==> config.mk <==
export PLATFORM = sky130hd
export DESIGN_NAME = pc_fetch_unit
export DESIGN_NICKNAME = d
export VERILOG_FILES = /design/src/rtl/rat_pc_pkg.sv /design/src/rtl/pc_next_mux.sv /design/src/rtl/pc_fetch_unit.sv
export SDC_FILE = /design/constraint.sdc
export NUM_CORES = 1
export LEC_CHECK = 0
export CORE_MARGIN = 2
export CORE_UTILIZATION = 40
export CTS_CLUSTER_SIZE = 12
export DETAILED_ROUTE_END_ITERATION = 8
export GPL_ROUTABILITY_DRIVEN = 0
export PLACE_DENSITY = 0.75
export SYNTH_ARGS = -nofsm -noshare
export SYNTH_HDL_FRONTEND = slang
export SYNTH_SLANG_ARGS = --single-unit
==> constraint.sdc <==
create_clock -name CLK -period 2.7 [get_ports CLK]
set_input_delay 0.54 -clock CLK [delete_from_list [all_inputs] [get_ports CLK]]
set_output_delay 0.54 -clock CLK [all_outputs]
set_load 0.01 [all_outputs]
==> src/rtl/rat_pc_pkg.sv <==
// Shared types and constants for the RAT MCU program counter / fetch sequencer.
package rat_pc_pkg;

    localparam int                PC_WIDTH    = 10;
    localparam logic [PC_WIDTH-1:0] INTR_VECTOR = 10'h3FF;

    typedef enum logic [1:0] {
        FROM_IMMED = 2'd0,
        FROM_STACK = 2'd1,
        FROM_INTR  = 2'd2,
        SEL_RSVD   = 2'd3
    } pc_sel_t;

    typedef enum logic [1:0] {
        BOOT = 2'd0,
        RUN  = 2'd1,
        HALT = 2'd2
    } fetch_state_t;

endpackage

==> src/rtl/pc_next_mux.sv <==
// Combinational next-PC selection: load mux has priority over increment; increment wraps modulo 2^PC_WIDTH.
module pc_next_mux
    import rat_pc_pkg::pc_sel_t;
    import rat_pc_pkg::FROM_IMMED;
    import rat_pc_pkg::FROM_STACK;
    import rat_pc_pkg::FROM_INTR;
#(
    parameter int                   PC_W     = 10,
    parameter logic [PC_W-1:0]      INTR_VEC = '1
) (
    input  logic [PC_W-1:0] pc,
    input  pc_sel_t         sel,
    input  logic            ld,
    input  logic            inc,
    input  logic [PC_W-1:0] immed,
    input  logic [PC_W-1:0] stack,
    output logic [PC_W-1:0] pc_nxt,
    output logic            wrap
);

    always_comb begin
        pc_nxt = pc;
        wrap   = 1'b0;
        if (ld) begin
            // The reserved select holds the PC silently.
            case (sel)
                FROM_IMMED: pc_nxt = immed;
                FROM_STACK: pc_nxt = stack;
                FROM_INTR:  pc_nxt = INTR_VEC;
                default:    pc_nxt = pc;
            endcase
        end else if (inc) begin
            {wrap, pc_nxt} = {1'b0, pc} + (PC_W + 1)'(1);
        end
    end

endmodule

==> src/rtl/pc_fetch_unit.sv <==
// Program counter and fetch sequencer for the RAT MCU; tracks the address of the instruction leaving the 1-cycle ROM.
// Optional breakpoint/HALT support is enabled by defining PC_BREAKPOINT_EN.
module pc_fetch_unit #(
    parameter int                       PC_WIDTH    = rat_pc_pkg::PC_WIDTH,
    parameter logic [PC_WIDTH-1:0]      RESET_ADDR  = '0,
    parameter logic [PC_WIDTH-1:0]      INTR_VECTOR = rat_pc_pkg::INTR_VECTOR
) (
    input  logic                CLK,
    input  logic                RST,
    input  logic                PC_LD,
    input  logic                PC_INC,
    input  logic [1:0]          PC_MUX_SEL,
    input  logic [PC_WIDTH-1:0] FROM_IMMED,
    input  logic [PC_WIDTH-1:0] FROM_STACK,
    input  logic                STALL,
    output logic [PC_WIDTH-1:0] PC_COUNT,
    output logic [PC_WIDTH-1:0] IR_ADDR,
    output logic                IR_VALID,
    output logic                PC_WRAP,
    input  logic [PC_WIDTH-1:0] BRK_ADDR,
    input  logic                BRK_EN,
    input  logic                RESUME,
    output logic                BRK_HIT
);

    import rat_pc_pkg::*;

    fetch_state_t        state, state_nxt;
    logic [PC_WIDTH-1:0] pc_nxt;
    logic                inc_wrap;
    logic                trap;
    logic                pc_upd, ir_upd, valid_set, brk_set, brk_clr;

    pc_next_mux #(
        .PC_W     (PC_WIDTH),
        .INTR_VEC (INTR_VECTOR)
    ) u_next (
        .pc     (PC_COUNT),
        .sel    (pc_sel_t'(PC_MUX_SEL)),
        .ld     (PC_LD),
        .inc    (PC_INC),
        .immed  (FROM_IMMED),
        .stack  (FROM_STACK),
        .pc_nxt (pc_nxt),
        .wrap   (inc_wrap)
    );

`ifdef PC_BREAKPOINT_EN
    logic resume_sup;
    // The first RUN cycle after RESUME skips the compare so the halted address does not re-trap.
    assign trap    = BRK_EN && (PC_COUNT == BRK_ADDR) && !STALL && !resume_sup;
    assign brk_clr = (state == HALT) && RESUME;

    always_ff @(posedge CLK or posedge RST) begin
        if (RST) begin
            resume_sup <= 1'b0;
            BRK_HIT    <= 1'b0;
        end else begin
            resume_sup <= brk_clr;
            if (brk_set)
                BRK_HIT <= 1'b1;
            else if (brk_clr)
                BRK_HIT <= 1'b0;
        end
    end
`else
    logic unused_brk;
    assign unused_brk = ^{BRK_ADDR, BRK_EN, RESUME};
    assign trap       = 1'b0;
    assign brk_clr    = 1'b0;
    assign BRK_HIT    = 1'b0;
`endif

    always_ff @(posedge CLK or posedge RST) begin
        if (RST)
            state <= BOOT;
        else
            state <= state_nxt;
    end

    always_comb begin
        state_nxt = state;
        case (state)
            BOOT:    state_nxt = RUN;
            RUN:     state_nxt = trap ? HALT : RUN;
            HALT:    state_nxt = brk_clr ? RUN : HALT;
            default: state_nxt = BOOT;
        endcase
    end

    always_comb begin
        pc_upd    = (state == RUN) && !STALL && !trap;
        ir_upd    = (state == RUN) && !STALL;
        valid_set = (state == BOOT);
        brk_set   = (state == RUN) && trap;
    end

    // IR_ADDR trails PC_COUNT by one cycle to match the ROM read latency.
    always_ff @(posedge CLK or posedge RST) begin
        if (RST) begin
            PC_COUNT <= RESET_ADDR;
            IR_ADDR  <= RESET_ADDR;
            IR_VALID <= 1'b0;
            PC_WRAP  <= 1'b0;
        end else begin
            if (pc_upd)
                PC_COUNT <= pc_nxt;
            if (pc_upd && inc_wrap)
                PC_WRAP <= 1'b1;
            if (ir_upd)
                IR_ADDR <= PC_COUNT;
            if (valid_set)
                IR_VALID <= 1'b1;
        end
    end

endmodule

==> results.yml <==
layout:
  drive_gt1_share_pct: 14.7
  final_common_cell: "clkdlybuf4s50_1"
  antennaDiodeCount: 0
  nNetsFinal: 235
  postLayoutCellArea_sq_um: 1910
  areaGrowthSynthToFinish_pct: 42.2
  most-common-layout-cells: "clkdlybuf4s50_1, dfrtp_1, o21ai_0, a21oi_1, nor2_1"
route:
  drc: 0
  drtAntennaViolNets: 0
  dr.pass1.iters: 4
  wl_microns: 3470
  via_per_inst: 5.35
  drtIter0Drc: 67
  vias: 1269
  wire_per_inst_microns: 14.6
global_route:
  grt-ovfl-total: 0
  grt_usage_pct: 19.0
  grt_pass1_vias: 1154
  grt_antenna_before_repair: 0
  grt_pass1_wl_microns: 5360
  grt_max_degree: 25
synth:
  synth-main-ff-cell: "dfrtp_1"
  synth-compound-area-share_pct: 25.4
  avgSynthCellArea_sq_um: 9.54
  synthMuxAreaShare_pct: 6.70
  synth.distinct_cells: 38
  synth_area_leader_cell: "dfrtp_1"
  synth_top_area_share_pct: 44.7
  synthSimpleGateAreaFrac_pct: 13.8
  ys_async_sr_fraction_pct: 100
  netlist_area_sq_um: 1350
  synthXorXnorAreaFrac_pct: 0
  synth_top_family_by_area: "compound AO/OA/AOI/OAI gates"
  synth-edff-count: 0
  synth_seq_area_share_pct: 44.7
  synthAdderAreaFrac_pct: 3.72
  syn_nets: 184
  ys_warn_count: 0
  netlist_instances: 141
  synth_area_leaders: "dfrtp_1, a21oi_1, o21ai_0"
  ys_ff_latch: 24
worst_setup_path:
  cp-end-kind: "flop"
  crit_type: "input port to flop"
  crit_family: "buffers and inverters"
  startpoint_type: "input port"
  required_ps: 2940
  arrival_ps: 2470
  cp_cell_sequence: "clkdlybuf4s50_1, inv_1, ha_1, or2b_2, o221ai_2, buf_4, o21ai_0, o21ai_0"
  crit_buf_inv: 3
  slowest_stage: "clkdlybuf4s50_1"
  critPathMaxFanout: 9
  crit_top_cell: "o21ai_0"
  max_stage_delay_ps: 490
power_and_ir_drop:
  power_mw: 1.16
  ir_drop_v: 0.000335
  p_per_area_nw_per_um2: 604
  power.leakage_nw: 0.778
floorplanning:
  chipHeight_microns: 62.0
  fp.dieW_microns: 62.0
  start_util_pct: 41.0
  dieArea_sq_um: 3840
  core_sq_um: 3280
  fp-row-count: 21
  io_pins: 62
cts:
  cts-resized-gates: 0
  htreeDepth: 1
  clk_latency_ps: 320
  cts_sinks: 24
  cts_hold_buffers: 0
  cts_root_buf: "clkbuf_4"
  post_cts_buffers: 0
  clockBufferDepth: 2
  cts_tree: "done"
  clk_pin_slew_ps: 140
  cts_made_buffers: 3
timing:
  setup_violations: 0
  rsz0062_at_grt: "false"
  worst_slack_ps: 473
  hold_viol: 0
  timing.hold.ws_ps: 487
  report.final.slew_viol_count: 0
  max_freq_ghz: 0.449
  fin_crit_ps: 2230
  setup_tns_ps: 0
  post-route-period-util_pct: 82.5
  clock_skew_ps: 4.33
placement:
  place_hpwl_microns: 2620
  portBuffers: 48
  place_area_sq_um: 1880
  dp_worst_setup_slack_ps: 129
min_path:
  hp-class: "flop to flop"
run:
  cap_viol_max_count: 0
outcome:
  status: "finished, final reports clean"
[per-layer routing]
| metal | up-vias | part of all wire, % | wire [microns] | global-route usage (%) |
|---|---|---|---|---|
| met1 | 605 | 44 | 1530 | 24.6 |
| li1 | 615 | - | - | - |
| met3 | 4 | 4.8 | 168 | 3.93 |
| met5 | - | 0 | 0 | 0 |
| met2 | 45 | 50 | 1740 | 32.1 |
| met4 | 0 | 0.89 | 31 | 5.17 |
[cell type report]
class,count,area [sq um]
inverter,8,30.0
multi-input combinational,102,671
timing repair buffer,53,518
sequential,24,601
tap,46,57.6
clock buffer,4,36.3
fill,306,1370
[registers in the layout (all words and copies together) (netlist names)]
signal	count
IR_ADDR	10
PC_COUNT	10
state	2
IR_VALID	1
PC_WRAP	1
[where the power goes]
group / total, mW / leakage, nW / internal [mW] / switching, mW
clock network: 0.197 / 0.0210 / 0.0826 / 0.114
registers: 0.522 / 0.285 / 0.437 / 0.0855
logic: 0.436 / 0.472 / 0.257 / 0.179
total: 1.16 / 0.778 / 0.776 / 0.379
[worst reg2reg max path: stages (launching register included)]
cell	delay, ps
dfrtp_1	500
nand3_2	150
or3_1	410
or4_1	420
nand3_1	100
[cells in the mapped netlist (2+ instances only)]
library cell	instances
dfrtp_1	24
a21oi_1	18
o21ai_0	18
nor2_1	12
inv_1	8
mux2_2	8
nand2_1	6
ha_1	4
nand3_1	4
a31oi_1	3
or3_1	3
buf_2	2
buf_4	2
clkbuf_1	2
nand4_1	2
o21bai_1	2
o32a_2	2
[logic make-up after synthesis]
kind of cell | count (synthesis)
adder cells (fa/ha/maj) | 4
buffers and inverters | 15
multiplexers | 8
AO/OA/AOI/OAI | 54
AND/OR/NAND/NOR | 35
other | 1
flip-flops | 24
[path summary, 6_finish.rpt]
check,slack (ps),cells after the start,startpoint,endpoint
max,470,8,PC_MUX_SEL[0],PC_COUNT[2]
min,490,1,state[0],state[1]
max reg2reg,1080,4,PC_COUNT[2],PC_COUNT[9]
min reg2reg,490,1,state[0],state[1]
max in group asynchronous,1920,3,RST,PC_COUNT[6]
min in group asynchronous,550,3,RST,PC_COUNT[1]
[through the flow]
stage,cells,util (%)
after global routing,237,58.2
final,237,58.2
after global placement,233,57.1
after floorplan,141,-
after detailed placement,233,57.1
after CTS,237,58.2
Note: power is estimated with default switching activity, not from simulation.
